$ cat src/rtl/store_handler_multi_pkg.sv
// Shared encodings for the store handler: command modes, response status codes, FSM states.
package store_pkg;

    localparam logic [1:0] MODE_RESTOCK = 2'b00;
    localparam logic [1:0] MODE_BUY     = 2'b01;
    localparam logic [1:0] MODE_PRICE   = 2'b10;
    localparam logic [1:0] MODE_QUERY   = 2'b11;

    localparam logic [2:0] ST_OK        = 3'd0;
    localparam logic [2:0] ST_NO_STOCK  = 3'd1;
    localparam logic [2:0] ST_NO_CREDIT = 3'd2;
    localparam logic [2:0] ST_BAD_CODE  = 3'd3;
    localparam logic [2:0] ST_OVERFLOW  = 3'd4;

    typedef logic [1:0] state_t;
    localparam state_t S_IDLE = 2'd0;
    localparam state_t S_LOAD = 2'd1;
    localparam state_t S_EXEC = 2'd2;
    localparam state_t S_RESP = 2'd3;

endpackage

$ cat src/rtl/store_handler_multi_if.sv
// Command/response bus of the store handler. rspSold exists only when STORE_SALES_STATS_EN is defined.
interface store_handler_multi_if #(
    parameter int unsigned NUM_PRODUCTS = 8,
    parameter int unsigned COUNT_W      = 4,
    parameter int unsigned PRICE_W      = 4,
    parameter int unsigned CREDIT_W     = 8
) ();
    localparam int unsigned CODE_W = $clog2(NUM_PRODUCTS);

    logic                cmdValid;
    logic                cmdReady;
    logic [1:0]          mode;
    logic [CODE_W-1:0]   productCode;
    logic [COUNT_W-1:0]  itemCount;
    logic [PRICE_W-1:0]  newPrice;
    logic [CREDIT_W-1:0] credit;

    logic                rspValid;
    logic [2:0]          rspStatus;
    logic [COUNT_W-1:0]  rspStock;
    logic [PRICE_W-1:0]  rspPrice;
    logic [CREDIT_W-1:0] rspCost;
    logic [CREDIT_W-1:0] rspChange;
`ifdef STORE_SALES_STATS_EN
    logic [COUNT_W+3:0]  rspSold;
`endif

    modport master (
        output cmdValid, mode, productCode, itemCount, newPrice, credit,
        input  cmdReady, rspValid, rspStatus, rspStock, rspPrice, rspCost, rspChange
`ifdef STORE_SALES_STATS_EN
        , input rspSold
`endif
    );

    modport slave (
        input  cmdValid, mode, productCode, itemCount, newPrice, credit,
        output cmdReady, rspValid, rspStatus, rspStock, rspPrice, rspCost, rspChange
`ifdef STORE_SALES_STATS_EN
        , output rspSold
`endif
    );

endinterface

$ cat src/rtl/store_handler_multi_table.sv
// Per-slot stock/price register file: one registered read port, one write port with split enables.
module store_table #(
    parameter int unsigned NUM_PRODUCTS = 8,
    parameter int unsigned COUNT_W      = 4,
    parameter int unsigned PRICE_W      = 4,
    parameter int unsigned INIT_PRICE   = 1,
    parameter int unsigned CODE_W       = $clog2(NUM_PRODUCTS)
) (
    input  logic               clock,
    input  logic               resetN,
    input  logic [CODE_W-1:0]  rdAddr,
    output logic [COUNT_W-1:0] rdStock,
    output logic [PRICE_W-1:0] rdPrice,
    input  logic [CODE_W-1:0]  wrAddr,
    input  logic               wrStockEn,
    input  logic [COUNT_W-1:0] wrStock,
    input  logic               wrPriceEn,
    input  logic [PRICE_W-1:0] wrPrice
);
    logic [COUNT_W-1:0] stockMem [NUM_PRODUCTS];
    logic [PRICE_W-1:0] priceMem [NUM_PRODUCTS];
    logic               rdInRange;

    // Unpopulated codes read as zero instead of indexing past the array.
    assign rdInRange = ({1'b0, rdAddr} < (CODE_W+1)'(NUM_PRODUCTS));

    always_ff @(posedge clock) begin
        if (!resetN) begin
            for (int i = 0; i < int'(NUM_PRODUCTS); i++) begin
                stockMem[i] <= '0;
                priceMem[i] <= PRICE_W'(INIT_PRICE);
            end
            rdStock <= '0;
            rdPrice <= '0;
        end else begin
            if (wrStockEn) stockMem[wrAddr] <= wrStock;
            if (wrPriceEn) priceMem[wrAddr] <= wrPrice;
            rdStock <= rdInRange ? stockMem[rdAddr] : '0;
            rdPrice <= rdInRange ? priceMem[rdAddr] : '0;
        end
    end

endmodule

$ cat src/rtl/store_handler_multi.sv
// Store handler: command FSM (IDLE->LOAD->EXEC->RESP) with credit/overflow checks over store_table.
// Optional per-slot sales counters and rspSold output under `define STORE_SALES_STATS_EN.
module store_handler_multi
    import store_pkg::*;
#(
    parameter int unsigned NUM_PRODUCTS = 8,
    parameter int unsigned COUNT_W      = 4,
    parameter int unsigned PRICE_W      = 4,
    parameter int unsigned CREDIT_W     = 8,
    parameter int unsigned INIT_PRICE   = 1
) (
    input  logic                 clock,
    input  logic                 resetN,
    store_handler_multi_if.slave bus
);
    localparam int unsigned CODE_W = $clog2(NUM_PRODUCTS);
    localparam int unsigned PC_W   = PRICE_W + COUNT_W;

    state_t              state, stateNext;
    logic [1:0]          latMode;
    logic [CODE_W-1:0]   latCode;
    logic [COUNT_W-1:0]  latCount;
    logic [PRICE_W-1:0]  latPrice;
    logic [CREDIT_W-1:0] latCredit;
    logic [COUNT_W-1:0]  rdStock;
    logic [PRICE_W-1:0]  rdPrice;

    logic                badCode_c;
    logic [PC_W-1:0]     cost_c;
    logic [CREDIT_W-1:0] costExt_c;
    logic [COUNT_W:0]    restockSum_c;
    logic [2:0]          status_c;
    logic [COUNT_W-1:0]  stockOut_c;
    logic [PRICE_W-1:0]  priceOut_c;
    logic [CREDIT_W-1:0] rspCost_c;
    logic [CREDIT_W-1:0] rspChange_c;
    logic [COUNT_W-1:0]  wrStock_c;
    logic                wrStockEn_c;
    logic                wrPriceEn_c;
    logic                buyOk_c;

    store_table #(
        .NUM_PRODUCTS (NUM_PRODUCTS),
        .COUNT_W      (COUNT_W),
        .PRICE_W      (PRICE_W),
        .INIT_PRICE   (INIT_PRICE),
        .CODE_W       (CODE_W)
    ) u_table (
        .clock     (clock),
        .resetN    (resetN),
        .rdAddr    (latCode),
        .rdStock   (rdStock),
        .rdPrice   (rdPrice),
        .wrAddr    (latCode),
        .wrStockEn (wrStockEn_c),
        .wrStock   (wrStock_c),
        .wrPriceEn (wrPriceEn_c),
        .wrPrice   (latPrice)
    );

    // State, command latch and registered response.
    always_ff @(posedge clock) begin
        if (!resetN) begin
            state         <= S_IDLE;
            bus.cmdReady  <= 1'b1;
            bus.rspValid  <= 1'b0;
            bus.rspStatus <= '0;
            bus.rspStock  <= '0;
            bus.rspPrice  <= '0;
            bus.rspCost   <= '0;
            bus.rspChange <= '0;
            latMode       <= '0;
            latCode       <= '0;
            latCount      <= '0;
            latPrice      <= '0;
            latCredit     <= '0;
        end else begin
            state        <= stateNext;
            bus.cmdReady <= (stateNext == S_IDLE);
            bus.rspValid <= (state == S_RESP);
            if (bus.cmdValid && bus.cmdReady) begin
                latMode   <= bus.mode;
                latCode   <= bus.productCode;
                latCount  <= bus.itemCount;
                latPrice  <= bus.newPrice;
                latCredit <= bus.credit;
            end
            if (state == S_EXEC) begin
                bus.rspStatus <= status_c;
                bus.rspStock  <= stockOut_c;
                bus.rspPrice  <= priceOut_c;
                bus.rspCost   <= rspCost_c;
                bus.rspChange <= rspChange_c;
            end
        end
    end

    // Next state plus command evaluation; table writes only fire in EXEC.
    always_comb begin
        stateNext   = state;
        status_c    = ST_OK;
        stockOut_c  = rdStock;
        priceOut_c  = rdPrice;
        rspCost_c   = '0;
        rspChange_c = '0;
        wrStock_c   = rdStock;
        wrStockEn_c = 1'b0;
        wrPriceEn_c = 1'b0;
        buyOk_c     = 1'b0;

        case (state)
            S_IDLE:  if (bus.cmdValid && bus.cmdReady) stateNext = S_LOAD;
            S_LOAD:  stateNext = S_EXEC;
            S_EXEC:  stateNext = S_RESP;
            S_RESP:  stateNext = S_IDLE;
            default: stateNext = S_IDLE;
        endcase

        badCode_c    = ({1'b0, latCode} >= (CODE_W+1)'(NUM_PRODUCTS));
        cost_c       = PC_W'(rdPrice) * PC_W'(latCount);
        costExt_c    = CREDIT_W'(cost_c);
        restockSum_c = (COUNT_W+1)'(rdStock) + (COUNT_W+1)'(latCount);

        if (badCode_c) begin
            status_c   = ST_BAD_CODE;
            stockOut_c = '0;
            priceOut_c = '0;
            if (latMode == MODE_BUY) rspChange_c = latCredit;
        end else begin
            case (latMode)
                MODE_RESTOCK: begin
                    if (restockSum_c[COUNT_W]) begin
                        status_c = ST_OVERFLOW;
                    end else begin
                        wrStock_c   = restockSum_c[COUNT_W-1:0];
                        wrStockEn_c = 1'b1;
                        stockOut_c  = restockSum_c[COUNT_W-1:0];
                    end
                end
                MODE_BUY: begin
                    rspCost_c   = costExt_c;
                    rspChange_c = latCredit;
                    if (rdStock < latCount) begin
                        status_c = ST_NO_STOCK;
                    end else if (costExt_c > latCredit) begin
                        status_c = ST_NO_CREDIT;
                    end else begin
                        buyOk_c     = 1'b1;
                        wrStock_c   = rdStock - latCount;
                        wrStockEn_c = 1'b1;
                        stockOut_c  = rdStock - latCount;
                        rspChange_c = latCredit - costExt_c;
                    end
                end
                MODE_PRICE: begin
                    wrPriceEn_c = 1'b1;
                    priceOut_c  = latPrice;
                end
                default: ;
            endcase
        end

        if (state != S_EXEC) begin
            wrStockEn_c = 1'b0;
            wrPriceEn_c = 1'b0;
            buyOk_c     = 1'b0;
        end
    end

`ifdef STORE_SALES_STATS_EN
    localparam int unsigned SOLD_W = COUNT_W + 4;

    logic [SOLD_W-1:0] soldMem [NUM_PRODUCTS];
    logic [SOLD_W-1:0] soldCur_c;
    logic [SOLD_W-1:0] soldNext_c;
    logic [SOLD_W:0]   soldSum_c;

    // Saturating per-slot sales count.
    always_comb begin
        soldCur_c = '0;
        if (!badCode_c) soldCur_c = soldMem[latCode];
        soldSum_c  = (SOLD_W+1)'(soldCur_c) + (SOLD_W+1)'(latCount);
        soldNext_c = soldSum_c[SOLD_W] ? '1 : soldSum_c[SOLD_W-1:0];
    end

    always_ff @(posedge clock) begin
        if (!resetN) begin
            for (int i = 0; i < int'(NUM_PRODUCTS); i++) soldMem[i] <= '0;
            bus.rspSold <= '0;
        end else begin
            if (buyOk_c) soldMem[latCode] <= soldNext_c;
            if (state == S_EXEC) bus.rspSold <= buyOk_c ? soldNext_c : soldCur_c;
        end
    end
`endif

endmodule

$ cat src/flat_wrapper.sv
// flat-port wrapper written by rule: the top's interface ports become plain ports
module store_handler_multi_flat import store_pkg::*;
#(
    parameter int unsigned NUM_PRODUCTS = 8,
    parameter int unsigned COUNT_W      = 4,
    parameter int unsigned PRICE_W      = 4,
    parameter int unsigned CREDIT_W     = 8,
    parameter int unsigned INIT_PRICE   = 1
)
  (clock, resetN, bus_cmdValid, bus_mode, bus_productCode, bus_itemCount, bus_newPrice, bus_credit, bus_cmdReady, bus_rspValid, bus_rspStatus, bus_rspStock, bus_rspPrice, bus_rspCost, bus_rspChange);
  store_handler_multi_if #(.NUM_PRODUCTS(NUM_PRODUCTS), .COUNT_W(COUNT_W), .PRICE_W(PRICE_W), .CREDIT_W(CREDIT_W)) bus_i ();
  input  logic clock;
  input  logic resetN;
  input wire logic [$bits(bus_i.cmdValid)-1:0] bus_cmdValid;
  input wire logic [$bits(bus_i.mode)-1:0] bus_mode;
  input wire logic [$bits(bus_i.productCode)-1:0] bus_productCode;
  input wire logic [$bits(bus_i.itemCount)-1:0] bus_itemCount;
  input wire logic [$bits(bus_i.newPrice)-1:0] bus_newPrice;
  input wire logic [$bits(bus_i.credit)-1:0] bus_credit;
  output wire logic [$bits(bus_i.cmdReady)-1:0] bus_cmdReady;
  output wire logic [$bits(bus_i.rspValid)-1:0] bus_rspValid;
  output wire logic [$bits(bus_i.rspStatus)-1:0] bus_rspStatus;
  output wire logic [$bits(bus_i.rspStock)-1:0] bus_rspStock;
  output wire logic [$bits(bus_i.rspPrice)-1:0] bus_rspPrice;
  output wire logic [$bits(bus_i.rspCost)-1:0] bus_rspCost;
  output wire logic [$bits(bus_i.rspChange)-1:0] bus_rspChange;
  assign bus_i.cmdValid = bus_cmdValid;
  assign bus_i.mode = bus_mode;
  assign bus_i.productCode = bus_productCode;
  assign bus_i.itemCount = bus_itemCount;
  assign bus_i.newPrice = bus_newPrice;
  assign bus_i.credit = bus_credit;
  assign bus_cmdReady = bus_i.cmdReady;
  assign bus_rspValid = bus_i.rspValid;
  assign bus_rspStatus = bus_i.rspStatus;
  assign bus_rspStock = bus_i.rspStock;
  assign bus_rspPrice = bus_i.rspPrice;
  assign bus_rspCost = bus_i.rspCost;
  assign bus_rspChange = bus_i.rspChange;
  store_handler_multi #(.NUM_PRODUCTS(NUM_PRODUCTS), .COUNT_W(COUNT_W), .PRICE_W(PRICE_W), .CREDIT_W(CREDIT_W), .INIT_PRICE(INIT_PRICE)) u_core (.clock(clock), .resetN(resetN), .bus(bus_i));
endmodule
$ cat config.mk
export PLATFORM = sky130hd
export DESIGN_NAME = store_handler_multi_flat
export DESIGN_NICKNAME = d
export VERILOG_FILES = /design/src/rtl/store_handler_multi_pkg.sv /design/src/rtl/store_handler_multi_if.sv /design/src/rtl/store_handler_multi_table.sv /design/src/rtl/store_handler_multi.sv /design/src/flat_wrapper.sv
export SDC_FILE = /design/constraint.sdc
export NUM_CORES = 1
export LEC_CHECK = 0
export BUFFER_PORTS_ARGS = -buffer_cell sky130_fd_sc_hd__buf_2
export CAP_MARGIN = 10
export CELL_PAD_IN_SITES_DETAIL_PLACEMENT = 1
export CELL_PAD_IN_SITES_GLOBAL_PLACEMENT = 2
export CORE_ASPECT_RATIO = 0.8
export CORE_MARGIN = 10
export CORE_UTILIZATION = 35
export CTS_CLUSTER_SIZE = 24
export DETAILED_ROUTE_END_ITERATION = 16
export GPL_TIMING_DRIVEN = 0
export HOLD_SLACK_MARGIN = 0.1
export PLACE_DENSITY = 0.82
export SLEW_MARGIN = 20
export SYNTH_ARGS = -nofsm -noshare
export SYNTH_HDL_FRONTEND = slang
export SYNTH_SLANG_ARGS = --single-unit
$ cat constraint.sdc
create_clock -name clock -period 6.37 [get_ports clock]
set_input_delay 0.3185 -clock clock [delete_from_list [all_inputs] [get_ports clock]]
set_output_delay 0.3185 -clock clock [all_outputs]
set_load 0.1 [all_outputs]
### Word level (Yosys, flattened, before mapping)

Memory sizes are Yosys's and may differ from the RTL's. A register that Yosys moved wholly into a read port is not among the register bits.
Cells that the tools add are included.

| storage, ports and cells | value |
|---|---|
| memories kept | 2 |
| bits in latches | 0 |
| bits in registers | 52 |
| word-level logic and storage cells | 70 |
| output and inout port bits | 29 |
| bits in read-only memories | 0 |
| input bits | 24 |
| RAM bits | 64 |

Memories:

| memory | words | bits a word | read ports | clocked after memory_dff | write ports | line | text |
|---|---|---|---|---|---|---|---|
| u_core.u_table.priceMem | 8 | 4 | 1 | 1 | 8 | store_handler_multi_table.sv:21 | `logic [PRICE_W-1:0] priceMem [NUM_PRODUCTS];` |
| u_core.u_table.stockMem | 8 | 4 | 1 | 1 | 8 | store_handler_multi_table.sv:20 | `logic [COUNT_W-1:0] stockMem [NUM_PRODUCTS];` |

| operators by class | value |
|---|---|
| shift-type cells | 0 |
| $lt $le $gt $ge | 2 |
| $add $sub $neg | 3 |
| $mul | 1 |
| bitwise gates (word level) | 0 |
| div/mod/pow operators | 0 |
| multiplexer cells | 35 |
| reduce and logical (&&, ||, !) cells | 8 |
| equality and inequality tests | 6 |

Operators by type and width:

| kind | number |
|---|---|
| $mux W8 | 4 |
| $mux W4 | 6 |
| $mux W1 | 15 |
| $mux W3 | 4 |
| $gt A8 B8 Y1 | 1 |
| $mul A4 B4 Y8 | 1 |
| $pmux W2 S4 | 1 |
| $pmux W4 S2 | 1 |
| $reduce_or A4 Y1 | 2 |
| $sub A8 B8 Y8 | 1 |
| $eq A2 B2 Y1 const B | 3 |
| $logic_not A2 Y1 | 3 |
| $pmux W3 S2 | 1 |
| $add A4 B4 Y5 | 1 |
| $eq A2 B1 Y1 const B | 2 |
| $lt A4 B4 Y1 | 1 |
| $mux W2 | 2 |
| $sub A4 B4 Y4 | 1 |
| $logic_not A1 Y1 | 2 |
| $ne A2 B2 Y1 const B | 1 |
| $pmux W1 S2 | 1 |
| $logic_and A1 B1 Y1 | 1 |

### Logic depth before layout (Yosys ltp)

| logic depth | value |
|---|---|
| depth after elaboration | 11 |
| gate-level depth with buffers | 18 |

### Hierarchy

A second synthesis with hierarchy kept.

| unflattened totals | value |
|---|---|
| cells, all modules | 597 |
| area total of the unflattened synthesis | 6510.0 um^2 |

Modules (own cells, without submodules):

| module | cells each | area an instance (um^2) | seq. area each (um^2) | instances |
|---|---|---|---|---|
| store_handler_multi | 380 | 3256.9 | 1041.0 | 1 |
| store_table | 217 | 3253.1 | 2082.0 | 1 |

### Worst setup path after synthesis

Ideal clock, no wire load.

| timing | value |
|---|---|
| path type | register to register |
| from | register u_core.latCount[3] |
| to | memory u_core.u_table.stockMem[3][0] (enable) |
| cell stages (with the launch flop) | 19 |
| path slack | 1896 ps |
| period minus slack after synthesis | 4474 ps |
| arrival | 4113 ps |
| buffers on the path | 1 |
| path through | dfxtp_1 -> nand2_1 -> fa_1 -> inv_1 -> fa_1 -> ha_1 -> a21o_1 -> a21oi_1 -> o21bai_1 -> a21oi_1 -> xor2_1 -> ha_1 -> nand2_2 -> a22oi_4 -> o211ai_2 -> a21oi_4 -> nand3_4 -> buf_6 -> o21ai_0 |

RTL lines:

| what | line | text |
|---|---|---|
| from (decl) | store_handler_multi.sv:22 | `logic [COUNT_W-1:0] latCount;` |
| from (signal assigned) | store_handler_multi.sv:84 | `latCount <= bus.itemCount;` |
| to (decl) | store_handler_multi_table.sv:20 |  |

==> impl_metrics.toml <==
[outcome]
outcome = "finished, final reports clean"

[synth]
netlist_instances = 627
synthesis.nets = 689
ys_ff_latch = 124
yosys-top-cells-area = "edfxtp_1 30%, dfxtp_1 19%, ha_1 6.0%, nand2_1 4.1%, a21oi_1 3.2%"
synth_ff_type = "edfxtp_1"
synth_warnings = 0
yosysMostFrequentCell = "nand2_1"
ys_types = 60
synth-async-reset-ratio_pct = 0
syn_avg_cell_area_um2 = 10.3
seq_area_frac_synth_pct = 48.3
synth_common_cells = "70 x nand2_1, 64 x edfxtp_1, 60 x dfxtp_1"
netlist_area_um2 = 6460
yosys.area.top_type_share_pct = 29.7
synth_edf_count = 64
yosysTopAreaCell = "edfxtp_1"

[setup_path]
critPathRequiredTime_ps = 6440
end_kind = "register"
cpPeakStageDelay_ps = 560
path_class = "reg2reg"
r2r_slack_ps = 1060
cp.arrival_ps = 5380
crit_path_top_delay_cell = "fa_1"
worstPathCellList = "nand2_1 -> fa_1 -> inv_1 -> fa_1 -> ha_1 -> a21o_1 -> a21oi_1 -> o21bai_1 -> a21oi_1 -> xor2_1 -> ha_1 -> nand2_2 -> a22oi_4 -> o211ai_2 -> a21oi_4 -> nand3_4 -> buf_6 -> o21ai_0"
path_max_fanout = 10
cp-start-kind = "register"

[global_routing]
grt-ovfl-total = 0
grt_pass1_wl_um = 32300
grt_max_degree = 17
grt_pass1_vias = 5489
grt_use_total_pct = 17.5
antenna_found_initial = 0

[cts]
cts_buffer_depth = 2
cts-hold-fix-buffers = 0
cts_resized = 0
post_cts_buffers = 0
cts_buffers = 17
cts_sinks = 124
clk_latency_ps = 430
root_buffer = "clkbuf_16"
cts_tree = "yes"
cts_max_level = 4
cts.clk_slew.worst_paths_ps = 60

[die]
design.core.area_um2 = 18100
die_h_um = 142
die-area_um2 = 24300
io_pins = 53
die_w_um = 172
row_count = 44
initial_core_util_pct = 35.7

[sta]
relSlewSlack_pct = 36.5
max_freq_mhz = 188
finalSetupViolCount = 0
tightestPinTransition_ps = 942
hold_violations = 0
layout_min_cycle_time_ps = 5310
slew_viol_final = 0
finClkSkew_ps = 10.1
tns_ps = 0
whs_ps = 130
rsz0062_at_grt = "no"
layout_setup_ws_ps = 1060
period_share_pct = 83.3

[finish]
n_antenna_cell = 0
drive_gt1_share_pct = 19.3
fillCellCount = 2004
synthToLayoutAreaGrowth_pct = 17.6
nets = 760

[placed_design]
numPortBuffers = 52
hpwlAfterDp_um = 15200
dpl_worst_slack_ps = 1100
gp_congestion = 0.883

[detailed_routing]
drc = 0
first_iter_violations = 430
wl_per_cell_um = 21.8
drt.antenna.violating_nets = 0
num_vias = 5130
wirelength_um = 20500
avgViaCountPerCell = 5.45
first_pass_iters = 5

[power_and_ir_drop]
max-vdd-ir-drop_v = 0.000175
power.leakage_uw = 0.00302
power_density_nw_per_um2 = 379
p_total_uw = 2880

[worst_hold_path]
hold_path.class = "in2reg"

[run]
timing.max_cap.violations = 0
## flip-flops by register name (all words and copies together), names as in the netlist, 3 cells and up
| signal | count |
|---|---|
| u_core.u_table.priceMem | 32 |
| u_core.u_table.stockMem | 32 |
| u_core.bus.rspChange | 8 |
| u_core.bus.rspCost | 8 |
| u_core.latCredit | 8 |
| u_core.bus.rspPrice | 4 |
| u_core.bus.rspStock | 4 |
| u_core.latCount | 4 |
| u_core.latPrice | 4 |
| u_core.u_table.rdPrice | 4 |
| u_core.u_table.rdStock | 4 |
| u_core.bus.rspStatus | 3 |
| u_core.latCode | 3 |
## metrics by stage
stage / utilization (%) / instances / cell area [um^2]
2_1_floorplan: - / 627 / 6460
3_3_place_gp: 38.7 / 909 / 7010
3_5_place_dp: 38.7 / 909 / 7010
4_1_cts: 42.0 / 941 / 7600
5_1_grt: 42.0 / 941 / 7600
6_report: 42.0 / 941 / 7600
## worst max-delay path, delay by kind of cell, from the launching register on
kind,cells,cell delay (ps)
xor gates and xnor gates,1,310
DFF,1,540
and+or+nand+nor,3,380
adders and majority gates,4,1650
buffers and inverters,2,240
AOI/OAI and AO/OA,8,1820
## power by group
| part | leakage (uW) | total, uW | internal (uW) | switching (uW) |
|---|---|---|---|---|
| Combinational | 0.00161 | 920 | 265 | 655 |
| Clock | 0.000288 | 987 | 581 | 405 |
| Sequential | 0.00112 | 972 | 907 | 64.4 |
## area by class of cell
type,count,area [um^2],share of cell area (%)
multi-input combinational,437,3030,39.9
buffer,42,214,2.82
timing repair buffer,52,260,3.42
sequential,124,3120,41.1
clock buffer,17,425,5.60
tap,230,288,3.79
inverter,24,90.1,1.19
clock inverter,15,165,2.17
## per-layer routing
metal | GRT usage (%) | wire length [um]
met5 | 0 | 0
met1 | 23.7 | 9730
met3 | 4.02 | 1050
met4 | 5.75 | 396
met2 | 26.8 | 9310
## final timing paths
kind                                                 end  cells past startpoint                                from
max          u_core.u_table.stockMem[3][0]$_SDFFCE_PN0P_                     18     u_core.latCount[3]$_SDFFE_PN0P_
min                      u_core.latPrice[2]$_SDFFE_PN0P_                      3                     bus_newPrice[2]
max reg2reg  u_core.u_table.stockMem[3][0]$_SDFFCE_PN0P_                     18     u_core.latCount[3]$_SDFFE_PN0P_
min reg2reg           u_core.bus.rspCost[2]$_SDFFE_PN0P_                      2  u_core.bus.rspCost[2]$_SDFFE_PN0P_
## layout by cell type, fill, tap and decap left out, drive strengths merged, types with 2 or more instances in the layout
cell     Yosys  routed
a211oi       4       4
a21o         5       5
a21oi       45      45
a221oi       9       9
a22o         8       8
a22oi       17      17
a31oi       12      12
a32o         2       2
and2        21      21
and3        25      25
and3b        2       2
buf         17      69
bufinv       0       2
clkbuf      25      42
clkinv       0       9
dfxtp       60      60
edfxtp      64      64
fa           7       7
ha          31      31
inv         24      27
mux2i       11      11
nand2       71      71
nand2b       4       4
nand3       14      14
nand3b       3       3
nand4        3       3
nor2        30      30
nor2b        6       6
nor3        35      35
nor3b        2       2
o2111ai      3       3
o211ai       5       5
o21ai       27      27
o2bb2ai      2       2
or3         10      10
or3b         2       2
or4          2       2
xnor2        7       7
xor2         5       5
## logic make-up after synthesis
| group | after synthesis | synth area share, % |
|---|---|---|
| compound gates | 142 | 15.0 |
| xor+xnor | 12 | 1.63 |
| fa+ha+maj | 38 | 8.17 |
| simple gates | 233 | 20.0 |
| buf+inv | 66 | 4.71 |
| mux | 12 | 2.13 |
| flops | 124 | 48.3 |
Power figures use the tool's default switching activity.
